`src/rtl/trace_ring_writer.sv`:
```
// ---------------------------------------------------------------------------
// trace_ring_writer
//
// Copies a 512-bit AXI-Stream trace feed into a ring buffer in host memory,
// one 64-byte AXI4 single-beat write per accepted stream beat. Software
// consumes entries and reports its position through sw_rd_ptr; the writer
// stalls (or drops, see below) when the ring is full. Only one AXI write is
// ever outstanding.
//
// Ports
//   aclk, areset             clock, synchronous active-high reset
//   s_axis_trace_*           incoming trace beats (tlast is ignored)
//   m_axi_aw* / m_axi_w*     single-beat INCR write, 64 bytes, at
//                            RING_BASE + wr_ptr*64
//   m_axi_b*                 write response; non-OKAY sets wr_err
//   sw_rd_ptr                software consumer index
//   wr_ptr                   next ring entry to be written
//   wr_err                   sticky write-error flag
//   drop_cnt                 saturating count of beats discarded while full
//
// Build option
//   TRACE_RING_DROP_EN  when defined, beats arriving while the ring is full
//                       are accepted and discarded (counted in drop_cnt)
//                       instead of being back-pressured. When undefined,
//                       drop_cnt is constant zero.
// ---------------------------------------------------------------------------
module trace_ring_writer #(
  parameter int unsigned       ADDR_W     = 36,
  parameter logic [ADDR_W-1:0] RING_BASE  = 36'h0,
  parameter int unsigned       RING_BEATS = 1024,
  localparam int unsigned      PW         = $clog2(RING_BEATS)
) (
  input  logic              aclk,
  input  logic              areset,

  input  logic              s_axis_trace_tvalid,
  output logic              s_axis_trace_tready,
  input  logic [511:0]      s_axis_trace_tdata,
  input  logic [63:0]       s_axis_trace_tkeep,
  input  logic              s_axis_trace_tlast,

  output logic [ADDR_W-1:0] m_axi_awaddr,
  output logic [7:0]        m_axi_awlen,
  output logic [2:0]        m_axi_awsize,
  output logic [1:0]        m_axi_awburst,
  output logic              m_axi_awvalid,
  input  logic              m_axi_awready,

  output logic [511:0]      m_axi_wdata,
  output logic [63:0]       m_axi_wstrb,
  output logic              m_axi_wlast,
  output logic              m_axi_wvalid,
  input  logic              m_axi_wready,

  input  logic [1:0]        m_axi_bresp,
  input  logic              m_axi_bvalid,
  output logic              m_axi_bready,

  input  logic [PW-1:0]     sw_rd_ptr,
  output logic [PW-1:0]     wr_ptr,
  output logic              wr_err,
  output logic [31:0]       drop_cnt
);

  localparam logic [1:0] ST_IDLE  = 2'd0;
  localparam logic [1:0] ST_WRITE = 2'd1;
  localparam logic [1:0] ST_RESP  = 2'd2;

  logic [1:0]    state_q,     state_d;
  logic [PW-1:0] wr_ptr_q,    wr_ptr_d;
  logic          wr_err_q,    wr_err_d;
  logic [511:0]  hold_data_q, hold_data_d;
  logic [63:0]   hold_keep_q, hold_keep_d;
  logic          awvalid_q,   awvalid_d;
  logic          wvalid_q,    wvalid_d;
`ifdef TRACE_RING_DROP_EN
  logic [31:0]   drop_cnt_q,  drop_cnt_d;
`endif

  logic [PW-1:0] wr_ptr_inc;
  logic          ring_full;
  logic          in_idle;
  logic          beat_acc;

  // Beats are written individually, so the packet boundary carries no meaning.
  logic unused_tlast;
  assign unused_tlast = s_axis_trace_tlast;

  // RING_BEATS is a power of two, so the PW-bit add wraps modulo the ring size.
  assign wr_ptr_inc = wr_ptr_q + PW'(1);

  // One slot is always left empty so that wr_ptr == sw_rd_ptr means empty.
  assign ring_full  = (wr_ptr_inc == sw_rd_ptr);
  assign in_idle    = (state_q == ST_IDLE);

`ifdef TRACE_RING_DROP_EN
  assign s_axis_trace_tready = in_idle && !areset;
`else
  assign s_axis_trace_tready = in_idle && !areset && !ring_full;
`endif

  assign beat_acc = s_axis_trace_tvalid && s_axis_trace_tready;

  always_comb begin
    state_d     = state_q;
    wr_ptr_d    = wr_ptr_q;
    wr_err_d    = wr_err_q;
    hold_data_d = hold_data_q;
    hold_keep_d = hold_keep_q;
    awvalid_d   = awvalid_q;
    wvalid_d    = wvalid_q;
`ifdef TRACE_RING_DROP_EN
    drop_cnt_d  = drop_cnt_q;
`endif

    case (state_q)
      ST_IDLE: begin
        if (beat_acc) begin
          if (!ring_full) begin
            hold_data_d = s_axis_trace_tdata;
            hold_keep_d = s_axis_trace_tkeep;
            // Both channels raise together on entry to WRITE.
            awvalid_d   = 1'b1;
            wvalid_d    = 1'b1;
            state_d     = ST_WRITE;
          end
`ifdef TRACE_RING_DROP_EN
          else if (drop_cnt_q != '1) begin
            drop_cnt_d = drop_cnt_q + 32'd1;
          end
`endif
        end
      end

      ST_WRITE: begin
        // AW and W retire independently; RESP is entered once both are done,
        // whether they completed in the same cycle or not.
        if (awvalid_q && m_axi_awready) awvalid_d = 1'b0;
        if (wvalid_q && m_axi_wready)   wvalid_d  = 1'b0;
        if (!awvalid_d && !wvalid_d)    state_d   = ST_RESP;
      end

      ST_RESP: begin
        if (m_axi_bvalid) begin
          // The entry is consumed even on error so the ring keeps moving.
          wr_ptr_d = wr_ptr_inc;
          wr_err_d = wr_err_q | (m_axi_bresp != 2'b00);
          state_d  = ST_IDLE;
        end
      end

      default: begin
        state_d = ST_IDLE;
      end
    endcase
  end

  always_ff @(posedge aclk) begin
    if (areset) begin
      state_q     <= ST_IDLE;
      wr_ptr_q    <= '0;
      wr_err_q    <= 1'b0;
      hold_data_q <= '0;
      hold_keep_q <= '0;
      awvalid_q   <= 1'b0;
      wvalid_q    <= 1'b0;
`ifdef TRACE_RING_DROP_EN
      drop_cnt_q  <= '0;
`endif
    end else begin
      state_q     <= state_d;
      wr_ptr_q    <= wr_ptr_d;
      wr_err_q    <= wr_err_d;
      hold_data_q <= hold_data_d;
      hold_keep_q <= hold_keep_d;
      awvalid_q   <= awvalid_d;
      wvalid_q    <= wvalid_d;
`ifdef TRACE_RING_DROP_EN
      drop_cnt_q  <= drop_cnt_d;
`endif
    end
  end

  assign m_axi_awaddr  = RING_BASE + ADDR_W'({wr_ptr_q, 6'b0});
  assign m_axi_awlen   = 8'd0;
  assign m_axi_awsize  = 3'd6;
  assign m_axi_awburst = 2'b01;
  assign m_axi_awvalid = awvalid_q;

  assign m_axi_wdata   = hold_data_q;
  assign m_axi_wstrb   = hold_keep_q;
  assign m_axi_wlast   = 1'b1;
  assign m_axi_wvalid  = wvalid_q;

  assign m_axi_bready  = (state_q == ST_RESP);

  assign wr_ptr        = wr_ptr_q;
  assign wr_err        = wr_err_q;
`ifdef TRACE_RING_DROP_EN
  assign drop_cnt      = drop_cnt_q;
`else
  assign drop_cnt      = '0;
`endif

endmodule

```
`config.mk`:
```
export PLATFORM = sky130hd
export DESIGN_NAME = trace_ring_writer
export DESIGN_NICKNAME = d
export VERILOG_FILES = /design/src/rtl/trace_ring_writer.sv
export SDC_FILE = /design/constraint.sdc
export NUM_CORES = 1
export LEC_CHECK = 0
export BUFFER_PORTS_ARGS = -buffer_cell sky130_fd_sc_hd__buf_4
export CORE_AREA = 2 2 493 495
export DETAILED_ROUTE_END_ITERATION = 12
export DIE_AREA = 0 0 495 497
export PLACE_DENSITY = 0.31
export SYNTH_ARGS = -nofsm -noshare
export SYNTH_HDL_FRONTEND = slang
export SYNTH_SLANG_ARGS = --single-unit
```
`constraint.sdc`:
```
create_clock -name aclk -period 3.7 [get_ports aclk]
set_input_delay 0.185 -clock aclk [delete_from_list [all_inputs] [get_ports aclk]]
set_output_delay 0.185 -clock aclk [all_outputs]
set_load 0.02 [all_outputs]
```
==> impl_metrics.ini <==
[global_routing]
grt_pass1_wl_um = 200000
grt_overflow = 0
antenna_found_initial = 51
grt_pass1_vias = 25803
gr-usage-met1_pct = 12.4
grt_start_max_net_pins = 230
grtUsageTotal_pct = 11.4
grt_use_met3_pct = 5.38
met2_usage_pct = 19.5
busiest_layer = met2

[floorplan]
start_util_pct = 11.2
rows = 180
core_region_area_um2 = 240000
io_pins = 1268
die_area_um2 = 246000
die_h_um = 497
die_x_um = 495

[synthesis]
postSynth.asyncResetShare_pct = 0
ys_types = 32
yosysWarnings = 0
syn_inst = 2686
synth_top_area_cell = dfxtp_1
syn_area_per_cell_um2 = 10.0
synth.area.top_cells = dfxtp_1 44%, nand2b_1 27%, mux2i_1 21%
synth_seq_cells = 591
yosysSeqAreaShare_pct = 43.9
syn_area_um2 = 27000
yosysTopAreaCellShare_pct = 43.9
synth-edff-count = 0
synthFlopType = dfxtp_1

[sta]
fin_crit_ns = 3.03
finalHoldViolations = 0
skew_ns = 0.0337
worstMarginPinSlew_ns = 0.936
setup_tns_ns = 0
fin_crit_sh_pct = 81.8
rsz0062_at_grt = false
setup_viol = 0
slew_violations = 0
fmax_mhz = 330
max_slew_margin_pct = 37.6

[clocking]
holdBufCountCts = 591
cts.sinks = 591
htree_num_levels = 3
clock_latency_ns = 0.73
cts_resized = 0
cts_setup_buffers = 0
root_buffer = clkbuf_16
path_clk_slew_ns = 0.06
clockBufferDepth = 3
cts_tree = yes
cts_inserted_buffers = 87

[drt]
drt_iter0_drc = 951
wire_per_inst_um = 19.0
final_antenna_net_count = 0
routed_wirelength_um = 146000
firstDrtPassIters = 4
via_per_inst = 3.18
drc_errors = 0
num_vias = 24394

[flow_run]
max-cap-violations = 0

[worst_setup_path]
endpoint_kind = flop
arrival_ns = 3.64
crit_fanout = 21
start_kind = flop
crit_required_ns = 4.31
crit_type = flop to flop

[placed_design]
place_hpwl_um = 115000
place_area_um2 = 39200
io_buffer_count = 1194
gp_congestion = 0.787

[final_layout]
layout_commonest_cell = buf_4
area.growth.synth_to_final_pct = 78.1
fin_area_um2 = 48000
layout.nets = 4997
drive_above_1_share_pct = 30.8
layout_common_cells = 1220 x buf_4, 1156 x nand2b_1, 592 x dlygate4sd3_1, 591 x dfxtp_1, 576 x mux2i_1

[worst_hold_path]
hp-class = input port to flop

[power_and_ir_drop]
p_leak_nw = 22.5
peakVddDrop_uv = 338
powerDensity_nw_per_um2 = 398

[outcome]
outcome = completed
==> cell usage after synthesis (2+ instances only) <==
cell         n
or3_1        2
nand2_1      5
mux2i_1    576
inv_1        3
nand3_1     11
o31a_1       2
buf_4       95
buf_2       29
and3_1       3
nor2_1      14
clkbuf_1   130
nand2b_1  1156
dfxtp_1    591
o21ai_0      4
buf_6       22
conb_1       2
a21oi_1      6
xor2_1       8
xnor2_1     12
nor3_1       3
==> where the power goes <==
part | switching [W] | total [W] | internal, W
clock | 0.00363 | 0.00862 | 0.00499
sequential | 0.000214 | 0.00692 | 0.00670
combinational | 0.00173 | 0.00355 | 0.00182
total | 0.00558 | 0.0191 | 0.0135
==> worst paths after layout <==
path	slack, ns	startpoint	endpoint	depth (start not counted)
max	0.67	wr_ptr[1]	m_axi_wdata[212]	10
min	0.05	areset	m_axi_wdata[497]	3
max reg2reg	0.67	wr_ptr[1]	m_axi_wdata[212]	10
min reg2reg	0.47	m_axi_wdata[339]	m_axi_wdata[339]	2
==> stage by stage <==
| stage | power (W) | util [%] | setup WS, ns | std cells | hold slack [ns] |
|---|---|---|---|---|---|
| detailed placement | 0.0101 | 16.3 | 0.659 | 6905 | 0.455 |
| global route | 0.0201 | 20.0 | 0.405 | 7660 | 0.0164 |
| global placement | 0.0101 | 16.3 | 0.683 | 6905 | 0.446 |
| finish | 0.0191 | 20.0 | 0.674 | 7669 | 0.0522 |
| floorplan | 0.00856 | - | 1.17 | 2756 | 0.337 |
| CTS | 0.0197 | 20.0 | 0.624 | 7650 | 0.00371 |
==> per-layer routing <==
metal	wire, µm	up-vias	share of wire, %
met5	172	-	0.12
met1	57100	11261	39
met2	69800	955	48
met3	15100	202	10
met4	3900	26	2.7
li1	-	11950	-
==> kinds of logic (layout without fill, tap and decap cells) <==
| group | after synthesis | in the layout | synth area share [%] |
|---|---|---|---|
| and+or+nand+nor | 1198 | 1198 | 27.6 |
| other | 2 | 90 | 0.0279 |
| AOI/OAI and AO/OA | 19 | 19 | 0.483 |
| buffers and inverters | 279 | 1989 | 5.95 |
| xor gates and xnor gates | 20 | 20 | 0.650 |
| muxes | 576 | 576 | 21.4 |
| DFF | 591 | 591 | 43.9 |
| adders and majority gates | 1 | 1 | 0.0464 |
==> registers in the layout, summed over array words and instances, names as in the netlist <==
name	cells
wr_ptr	10
m_axi_wstrb	64
state_q	2
m_axi_awvalid	1
wr_err	1
m_axi_wvalid	1
m_axi_wdata	512
==> layout make-up <==
type	instances	area (µm²)
Inverter	3	11.3
Clock buffer	126	2530
Timing Repair Buffer	1832	15500
Fill cell	26807	192000
Clock inverter	28	338
Tap cell	3185	3990
Sequential cell	591	11800
Multi-Input combinational cell	1886	13800
Antenna cell	18	45.0
==> worst max-delay path: stages (launching register included) <==
cell      delay [ns]
dfxtp_1         0.43
ha_1            0.24
nand2b_1        0.08
o211a_1         0.20
o32ai_1         0.27
nand3_1         0.22
o311ai_4        0.33
buf_4           0.24
buf_12          0.21
buf_4           0.40
mux2i_1         0.23
Power figures use the tool's default switching activity.
